$ cat config.mk
export PLATFORM = sky130hd
export DESIGN_NAME = pipeline_hazard_ctrl
export DESIGN_NICKNAME = d
export VERILOG_FILES = /design/src/rtl/hazard_pkg.sv /design/src/rtl/fwd_unit.sv /design/src/rtl/pipeline_hazard_ctrl.sv
export SDC_FILE = /design/constraint.sdc
export NUM_CORES = 1
export LEC_CHECK = 0
export CAP_MARGIN = 30
export CORE_UTILIZATION = 45
export CTS_CLUSTER_SIZE = 16
export DETAILED_ROUTE_END_ITERATION = 6
export GPL_ROUTABILITY_DRIVEN = 0
export PLACE_DENSITY = 0.77
export SKIP_CTS_REPAIR_TIMING = 1
export SYNTH_ARGS = -nofsm -noshare
export SYNTH_HDL_FRONTEND = slang
export SYNTH_SLANG_ARGS = --single-unit
export TNS_END_PERCENT = 5
$ cat constraint.sdc
create_clock -name CLK -period 2.6 [get_ports CLK]
set_input_delay 0.26 -clock CLK [delete_from_list [all_inputs] [get_ports CLK]]
set_output_delay 0.26 -clock CLK [all_outputs]
set_load 0.05 [all_outputs]
$ cat src/rtl/hazard_pkg.sv
// Shared encodings for the pipeline hazard controller: lifecycle states,
// PC source selects and EX-stage forwarding selects.
package hazard_pkg;

    typedef enum logic [1:0] {
        ST_IDLE  = 2'd0,
        ST_RUN   = 2'd1,
        ST_DRAIN = 2'd2,
        ST_DONE  = 2'd3
    } state_e;

    localparam logic [1:0] PC_SEL_PC4    = 2'd0;
    localparam logic [1:0] PC_SEL_BRANCH = 2'd1;
    localparam logic [1:0] PC_SEL_JUMP   = 2'd2;
    localparam logic [1:0] PC_SEL_JR     = 2'd3;

    localparam logic [1:0] FWD_RF  = 2'd0;
    localparam logic [1:0] FWD_WB  = 2'd1;
    localparam logic [1:0] FWD_MEM = 2'd2;

    // Pick the youngest producer of src; M is younger than W so it wins.
    function automatic logic [1:0] fwd_pick(
        input logic [4:0] src,
        input logic       rw_m,
        input logic [4:0] wr_m,
        input logic       rw_w,
        input logic [4:0] wr_w
    );
        if (rw_m && (wr_m != 5'd0) && (wr_m == src)) return FWD_MEM;
        if (rw_w && (wr_w != 5'd0) && (wr_w == src)) return FWD_WB;
        return FWD_RF;
    endfunction

endpackage

$ cat src/rtl/fwd_unit.sv
// EX-stage forwarding compare for both ALU operands. Purely combinational;
// $0 is never forwarded since it is hardwired to zero.
module fwd_unit
    import hazard_pkg::*;
(
    input  logic [4:0] rs_E,
    input  logic [4:0] rt_E,
    input  logic       RegWrite_M,
    input  logic [4:0] WriteReg_M,
    input  logic       RegWrite_W,
    input  logic [4:0] WriteReg_W,
    output logic [1:0] fwdA_E,
    output logic [1:0] fwdB_E
);

    // Same priority rule applied independently to rs and rt.
    always_comb begin
        fwdA_E = fwd_pick(rs_E, RegWrite_M, WriteReg_M, RegWrite_W, WriteReg_W);
        fwdB_E = fwd_pick(rt_E, RegWrite_M, WriteReg_M, RegWrite_W, WriteReg_W);
    end

endmodule

$ cat src/rtl/pipeline_hazard_ctrl.sv
// Central sequencer for the 5-stage pipeline: run/drain/done lifecycle,
// PC enable and source select, stage stall/flush and EX forwarding.
module pipeline_hazard_ctrl
    import hazard_pkg::*;
#(
    parameter int DRAIN_CYCLES = 4,
    parameter int CNT_W        = 32
)
(
    input  logic             CLK,
    input  logic             RESET_N,
    input  logic             start,
    input  logic             halt_D,
    input  logic             jump_D,
    input  logic             jr_D,
    input  logic             uses_rt_D,
    input  logic [4:0]       rs_D,
    input  logic [4:0]       rt_D,
    input  logic [4:0]       rs_E,
    input  logic [4:0]       rt_E,
    input  logic             RegWrite_E,
    input  logic             MemtoReg_E,
    input  logic [4:0]       WriteReg_E,
    input  logic             RegWrite_M,
    input  logic [4:0]       WriteReg_M,
    input  logic             taken_M,
    input  logic             RegWrite_W,
    input  logic [4:0]       WriteReg_W,
    output logic             pc_en,
    output logic [1:0]       pc_sel,
    output logic             stall_D,
    output logic             flush_D,
    output logic             flush_E,
    output logic             flush_M,
    output logic [1:0]       fwdA_E,
    output logic [1:0]       fwdB_E,
    output logic             done,
    output logic [CNT_W-1:0] cycle_count
);

    localparam int DW = $clog2(DRAIN_CYCLES + 1);
    localparam logic [DW-1:0] DRAIN_LAST = DW'(DRAIN_CYCLES - 1);

    state_e           state_q, state_d;
    logic [DW-1:0]    drain_q, drain_d;
    logic [CNT_W-1:0] count_q, count_d;
    logic             done_q, done_d;

    logic load_use;
    logic jr_wait;

    fwd_unit u_fwd (
        .rs_E       (rs_E),
        .rt_E       (rt_E),
        .RegWrite_M (RegWrite_M),
        .WriteReg_M (WriteReg_M),
        .RegWrite_W (RegWrite_W),
        .WriteReg_W (WriteReg_W),
        .fwdA_E     (fwdA_E),
        .fwdB_E     (fwdB_E)
    );

    // Hazard detection in D: load result not yet available, or jr target
    // register still being produced in E or M.
    always_comb begin
        load_use = MemtoReg_E && RegWrite_E && (WriteReg_E != 5'd0) &&
                   ((WriteReg_E == rs_D) || (uses_rt_D && (WriteReg_E == rt_D)));
        jr_wait  = jr_D && (rs_D != 5'd0) &&
                   ((RegWrite_E && (WriteReg_E == rs_D)) ||
                    (RegWrite_M && (WriteReg_M == rs_D)));
    end

    // Next state and per-cycle pipeline control; first matching RUN rule wins.
    always_comb begin
        state_d = state_q;
        drain_d = drain_q;
        pc_en   = 1'b0;
        pc_sel  = PC_SEL_PC4;
        stall_D = 1'b1;
        flush_D = 1'b0;
        flush_E = 1'b0;
        flush_M = 1'b0;
        case (state_q)
            ST_IDLE: begin
                drain_d = '0;
                if (start) state_d = ST_RUN;
            end
            ST_RUN: begin
                drain_d = '0;
                if (taken_M) begin
                    // Branch resolved in M squashes everything younger.
                    pc_en   = 1'b1;
                    pc_sel  = PC_SEL_BRANCH;
                    stall_D = 1'b0;
                    flush_D = 1'b1;
                    flush_E = 1'b1;
                    flush_M = 1'b1;
                end else if (halt_D) begin
                    // Halt word is held in D and never issued.
                    flush_E = 1'b1;
                    state_d = ST_DRAIN;
                end else if (load_use || jr_wait) begin
                    flush_E = 1'b1;
                end else if (jr_D) begin
                    pc_en   = 1'b1;
                    pc_sel  = PC_SEL_JR;
                    stall_D = 1'b0;
                    flush_D = 1'b1;
                end else if (jump_D) begin
                    pc_en   = 1'b1;
                    pc_sel  = PC_SEL_JUMP;
                    stall_D = 1'b0;
                    flush_D = 1'b1;
                end else begin
                    pc_en   = 1'b1;
                    stall_D = 1'b0;
                end
            end
            ST_DRAIN: begin
                flush_E = 1'b1;
                if (drain_q == DRAIN_LAST) state_d = ST_DONE;
                else                       drain_d = drain_q + 1'b1;
            end
            default: begin
                flush_E = 1'b1;
            end
        endcase
    end

    // Saturating active-cycle counter; frozen outside RUN/DRAIN.
    always_comb begin
        count_d = count_q;
        if (((state_q == ST_RUN) || (state_q == ST_DRAIN)) && (count_q != '1))
            count_d = count_q + CNT_W'(1);
        done_d = (state_d == ST_DONE);
    end

    // State, drain counter, cycle counter and done flag registers.
    always_ff @(posedge CLK or negedge RESET_N) begin
        if (!RESET_N) begin
            state_q <= ST_IDLE;
            drain_q <= '0;
            count_q <= '0;
            done_q  <= 1'b0;
        end else begin
            state_q <= state_d;
            drain_q <= drain_d;
            count_q <= count_d;
            done_q  <= done_d;
        end
    end

    assign done        = done_q;
    assign cycle_count = count_q;

endmodule

==> flow_metrics.py, run 1 <==
metrics = {
    "status": {
        "status": "finished clean",
    },
    "sta": {
        "hold_viol_final": 0,
        "fin_setup_tns_ns": 0,
        "report.final.slew_viol_count": 0,
        "whs_ns": 0.0652,
        "setup_viol": 0,
        "finalCriticalPeriod_ns": 2.55,
        "slew_headroom_pct": 44.7,
        "period_share_pct": 98.1,
        "worst_pin_slew_ns": 0.830,
        "fmax_mhz": 392,
        "clock_skew_ns": 0.00888,
    },
    "power": {
        "switchingPower_mw": 1.08,
        "pwr-share-comb_pct": 49.6,
        "p_seq_share_pct": 28.2,
        "clkPwrFrac_pct": 22.3,
        "vdd_ir_drop_max_v": 0.000754,
        "p_sw_share_pct": 40.2,
        "powerDensity_nw_per_um2": 702,
        "leakage_nw": 1.60,
        "p_int_mw": 1.61,
    },
    "drt": {
        "postRouteAntennaNets": 0,
        "vias_per_cell": 5.42,
        "route.vias.total": 2337,
        "met3_length_um": 374,
        "highest_layer": "met4",
        "wl_met1_um": 3010,
        "wl_um": 6850,
        "first_iter_violations": 98,
        "drc": 0,
        "wl_met2_um": 3380,
        "avgRoutedWirePerCell_um": 15.9,
        "drt_pass1_iterations": 4,
    },
    "floorplanning": {
        "die_h_um": 76.9,
        "initial_core_util_pct": 48.2,
        "io_pins": 91,
        "rows": 26,
        "core-area_um2": 5240,
        "die-area_um2": 5910,
        "die_w_um": 76.9,
    },
    "clocking": {
        "cts_tree": "done",
        "worstSkewPairLatency_ns": 0.29,
        "cts_num_sinks": 38,
        "cts_buffer_depth": 2,
        "cts_max_level": 2,
        "clkSlewWorstSetupHoldPaths_ns": 0.08,
        "cts_root_buf": "clkbuf_8",
        "cts_inserted_buffers": 5,
    },
    "synthesis": {
        "synthCells": 255,
        "ys_ff_latch": 38,
        "async_reset_ff_share_pct": 100,
        "synth_area_um2": 2520,
        "synth_top_flop_cell": "dfrtp_1",
        "yosys_warnings": 0,
        "synthesis.nets": 309,
        "synth-seq-area-share_pct": 37.7,
        "synth_area_per_cell_um2": 9.90,
        "synth_cell_types": 51,
        "synth_edf_count": 0,
    },
    "grt": {
        "grt_max_degree": 39,
        "grt-ovfl-total": 0,
        "track_usage_pct": 23.9,
        "antenna_found_initial": 0,
        "grt_pass1_vias": 2423,
        "grt_pass1_wl_um": 11400,
    },
    "cells_and_area": {
        "final_area_um2": 3820,
        "fin_nets": 414,
        "final_common_cell": "clkdlybuf4s50_1",
        "layout_common_cells": "78 x clkdlybuf4s50_1, 38 x dfrtp_1, 33 x xnor2_1",
        "area_growth_pct": 51.5,
        "layout-drive-gt1-share_pct": 14.1,
        "n_antenna_cell": 0,
        "final_core_util_pct": 73.0,
    },
    "critical_path": {
        "worstSetupPathType": "in2out",
        "cp-start-kind": "input port",
        "crit_path_max_fanout": 3,
        "worstPathArrival_ns": 2.29,
        "cp_data_required_time_ns": 2.34,
        "worstSetupEndpointType": "primary output",
    },
    "placement": {
        "numPortBuffers": 90,
        "place_area_um2": 3650,
        "dp_hpwl_um": 5310,
    },
    "min_path": {
        "hp-class": "in2async",
    },
    "run": {
        "maxCapViolCount": 0,
    },
}
==> per-layer routing <==
metal / vias up / GRT usage, %
met5: - / 0
met3: 11 / 4.17
met1: 1116 / 29.5
met4: 0 / 6.15
li1: 1131 / -
met2: 79 / 42.7
==> critical path, cell delays in order <==
cell and delay (ns):
clkdlybuf4s50_1 0.51, inv_1 0.08, o2111ai_1 0.38, nor3_2 0.09, o2111a_1 0.31, o41ai_1 0.36, buf_4 0.18, buf_12 0.12
==> registers in the layout, summed over array words and instances (netlist names) <==
| signal | count |
|---|---|
| state_q | 2 |
| cycle_count | 32 |
| done | 1 |
| drain_q | 3 |
==> area by class of cell <==
cell class / count / area, µm²
clock buffers: 5 / 68.8
clock inverters: 3 / 68.8
fillers: 414 / 1420
inverters: 10 / 37.5
multi-input cells: 203 / 1570
flip-flops and latches: 38 / 951
well taps: 70 / 87.6
repair buffers: 102 / 1040
==> through the flow <==
step	cells	total power, mW	setup slack, ns
2_1_floorplan	255	1.57	-0.413
3_3_place_gp	423	2.05	0.0570
3_5_place_dp	423	2.09	-0.0275
4_1_cts	431	2.69	-0.0482
5_1_grt	431	2.81	-0.00778
6_report	431	2.68	0.0494
==> synth_stat cells (2+ instances only) <==
master / count / area share [%]
ha_1: 7 / 3.5
or4_1: 5 / 1.5
nand4_1: 8 / 2.0
a31oi_1: 5 / 1.2
a41oi_1: 2 / 0.69
and2_1: 4 / 0.99
and3_1: 7 / 1.7
nor2_2: 2 / 0.50
o2111ai_1: 2 / 0.69
xnor2_1: 33 / 11
clkbuf_1: 2 / 0.30
dfrtp_1: 38 / 38
nor3_1: 4 / 0.79
a21oi_1: 2 / 0.40
buf_2: 2 / 0.40
or4b_1: 2 / 0.79
inv_1: 10 / 1.5
xor2_1: 29 / 10
o21ai_0: 5 / 0.99
nor4_1: 7 / 1.7
nor2_1: 7 / 1.0
o22ai_1: 2 / 0.50
nand3_1: 18 / 3.6
nand2b_1: 4 / 0.99
nor2b_1: 5 / 1.2
nand2_1: 18 / 2.7
==> worst paths after layout <==
path                                            start                           to  slack, ns  cells past startpoint
max in group asynchronous                     RESET_N  cycle_count[30]$_DFFE_PN0P_       2.01                      1
min                                           RESET_N  cycle_count[17]$_DFFE_PN0P_       0.07                      1
min reg2reg                cycle_count[7]$_DFFE_PN0P_   cycle_count[7]$_DFFE_PN0P_       0.50                      1
max                                           rs_D[2]                      flush_D       0.05                      8
max reg2reg                      state_q[0]$_DFF_PN0_  cycle_count[30]$_DFFE_PN0P_       0.38                      6
min in group CLK           cycle_count[7]$_DFFE_PN0P_   cycle_count[7]$_DFFE_PN0P_       0.50                      1
==> logic make-up after synthesis <==
family,share of synthesized area [%]
fa+ha+maj,3.47
xor+xnor,21.5
buf+inv,2.18
simple gates,24.3
compound gates,9.97
flops,37.7
mux,0.843
==> power by group through the flow <==
stage	logic (mW)	registers, mW	clock network [mW]
6_report	1.33	0.756	0.598
5_1_grt	1.41	0.770	0.628
4_1_cts	1.32	0.756	0.607
3_5_place_dp	1.32	0.766	0
3_3_place_gp	1.29	0.759	0
2_1_floorplan	0.633	0.937	0
Power figures use the tool's default switching activity.
==> inputs of run 2 (changes only) <==
--- a/config.mk
+++ b/config.mk
@@ -5,12 +5,15 @@
 export SDC_FILE = /design/constraint.sdc
 export NUM_CORES = 1
 export LEC_CHECK = 0
+export ABC_AREA = 0
 export CAP_MARGIN = 30
-export CORE_UTILIZATION = 45
+export CORE_MARGIN = 2
+export CORE_UTILIZATION = 47
+export CTS_BUF_LIST = sky130_fd_sc_hd__clkbuf_2 sky130_fd_sc_hd__clkbuf_4 sky130_fd_sc_hd__clkbuf_8
 export CTS_CLUSTER_SIZE = 16
 export DETAILED_ROUTE_END_ITERATION = 6
 export GPL_ROUTABILITY_DRIVEN = 0
-export PLACE_DENSITY = 0.77
+export PLACE_DENSITY = 0.81
 export SKIP_CTS_REPAIR_TIMING = 1
 export SYNTH_ARGS = -nofsm -noshare
 export SYNTH_HDL_FRONTEND = slang
==> run 2 against run 1 <==
  * Clock power decreased by 29%
  * Global-route usage shrank 2.1 points
  * Cell count shrank 0.70%
  * Clock skew decreased by 0.0041 ns
  * Cell area decreased by 1.2%
  * Worst hold slack better by 0.0025 ns
  * Via count shrank 0.56%
  * Largest cell class unchanged
==> flow_metrics.py, run 2 (same netlist as run 1, synthesis figures left out) <==
metrics = {
    "status": {
        "status": "finished clean",
    },
    "cells_and_area": {
        "final_core_util_pct": 73.5,
        "largest_reg_flops": 32,
        "final_area_um2": 3780,
        "n_antenna_cell": 0,
        "layout_common_cells": "78 x clkdlybuf4s50_1, 38 x dfrtp_1, 33 x xnor2_1",
        "fin_nets": 411,
        "layout-drive-gt1-share_pct": 14.2,
        "final_common_cell": "clkdlybuf4s50_1",
        "area_growth_pct": 49.7,
        "fillCellCount": 403,
    },
    "min_path": {
        "hp-class": "in2async",
    },
    "placement": {
        "place_area_um2": 3630,
        "dp_hpwl_um": 4980,
        "dp_slack_ns": -0.0707,
        "numPortBuffers": 90,
    },
    "sta": {
        "setup_viol": 0,
        "period_share_pct": 97.4,
        "fin_setup_tns_ns": 0,
        "report.final.slew_viol_count": 0,
        "worst_pin_slew_ns": 0.825,
        "hold_viol_final": 0,
        "setup_slack_ns": 0.0675,
        "fmax_mhz": 395,
        "clock_skew_ns": 0.00478,
        "finalCriticalPeriod_ns": 2.53,
        "slew_headroom_pct": 45.0,
    },
    "power": {
        "p_sw_share_pct": 42.5,
        "pwr-share-comb_pct": 53.1,
        "switchingPower_mw": 1.07,
        "vdd_ir_drop_max_v": 0.000667,
        "leakage_nw": 1.58,
        "clkPwrFrac_pct": 16.9,
        "powerDensity_nw_per_um2": 665,
        "p_int_mw": 1.44,
        "p_seq_share_pct": 30.1,
    },
    "grt": {
        "antenna_found_initial": 0,
        "grt-ovfl-total": 0,
        "grt_max_degree": 39,
        "track_usage_pct": 21.8,
        "grt_pass1_wl_um": 10600,
        "grt_pass1_vias": 2341,
    },
    "drt": {
        "vias_per_cell": 5.43,
        "drc": 0,
        "drt_pass1_iterations": 4,
        "postRouteAntennaNets": 0,
        "route.vias.total": 2324,
        "first_iter_violations": 39,
        "wl_um": 6480,
        "avgRoutedWirePerCell_um": 15.1,
    },
    "floorplanning": {
        "die-area_um2": 5970,
        "rows": 26,
        "die_w_um": 77.3,
        "die_h_um": 77.3,
        "io_pins": 91,
        "core-area_um2": 5140,
        "initial_core_util_pct": 49.1,
    },
    "critical_path": {
        "worstPathArrival_ns": 2.27,
        "worstSetupEndpointType": "primary output",
        "ff2ff_path_depth": 6,
        "worstSetupPathType": "in2out",
        "cp-start-kind": "input port",
        "crit_path_max_fanout": 3,
        "cp_data_required_time_ns": 2.34,
    },
    "clocking": {
        "cts_buffer_depth": 2,
        "cts_root_buf": "clkbuf_8",
        "cts_tree": "done",
        "cts_num_sinks": 38,
        "clkSlewWorstSetupHoldPaths_ns": 0.07,
        "cts_inserted_buffers": 5,
        "worstSkewPairLatency_ns": 0.29,
        "cts_max_level": 2,
    },
    "run": {
        "maxCapViolCount": 0,
    },
}
[run 2: cell count changes in the layout (fill, tap and decap cells not counted), sizes merged]
| cell | previous run | this run |
|---|---|---|
| buf | 23 | 20 |
| clkbuf | 5 | 7 |
| bufinv | 2 | 0 |
[run 2: worst max-delay path, cell delays in order]
cell and delay (ns):
clkdlybuf4s50_1 0.53, inv_1 0.09, a2111o_1 0.47, nor3_2 0.20, o2111ai_2 0.22, a41oi_2 0.31
buf_12 0.18
[run 2: cell type report]
cell class	count	area (µm²)	share of cell area, %
Inverter	10	37.5	0.994
Multi-Input combinational cell	203	1590	42.1
Clock inverter	1	5.00	0.132
Timing Repair Buffer	99	1020	26.9
Sequential cell	38	951	25.2
Clock buffer	7	90.1	2.38
Tap cell	70	87.6	2.32
[run 2: path summary, 6_finish.rpt]
check,startpoint,endpoint,slack [ns]
worst max-delay path,rs_D[2],flush_E,0.07
worst min-delay path,RESET_N,cycle_count[11]$_DFFE_PN0P_,0.07
worst max register to register,state_q[0]$_DFF_PN0_,cycle_count[28]$_DFFE_PN0P_,0.38
worst min register to register,cycle_count[14]$_DFFE_PN0P_,cycle_count[14]$_DFFE_PN0P_,0.49
max in group asynchronous,RESET_N,cycle_count[5]$_DFFE_PN0P_,2.02
min in group CLK,cycle_count[14]$_DFFE_PN0P_,cycle_count[14]$_DFFE_PN0P_,0.49
[run 2: power groups by stage]
stage	clock network [mW]	logic [mW]	registers (mW)
after floorplan	0	0.633	0.937
after CTS	0.431	1.32	0.756
final	0.425	1.33	0.755
after global routing	0.454	1.42	0.768
after global placement	0	1.28	0.762
after detailed placement	0	1.31	0.767
[run 2: metrics by stage]
stage / total power [mW] / std cells / hold WS, ns
2_1_floorplan: 1.57 / 255 / -0.0356
3_3_place_gp: 2.04 / 420 / 0.408
3_5_place_dp: 2.08 / 420 / 0.408
4_1_cts: 2.50 / 428 / 0.0942
5_1_grt: 2.64 / 428 / 0.136
6_report: 2.51 / 428 / 0.0677
[run 2: metal layers]
layer	wire, µm	part of all wire (%)	vias to the layer above	GRT usage [%]
li1	-	-	1131	-
met1	2890	45	1103	28.6
met2	3050	47	86	36.1
met3	499	7.7	4	6.12
met4	42	0.65	0	4.64
met5	0	0	-	0
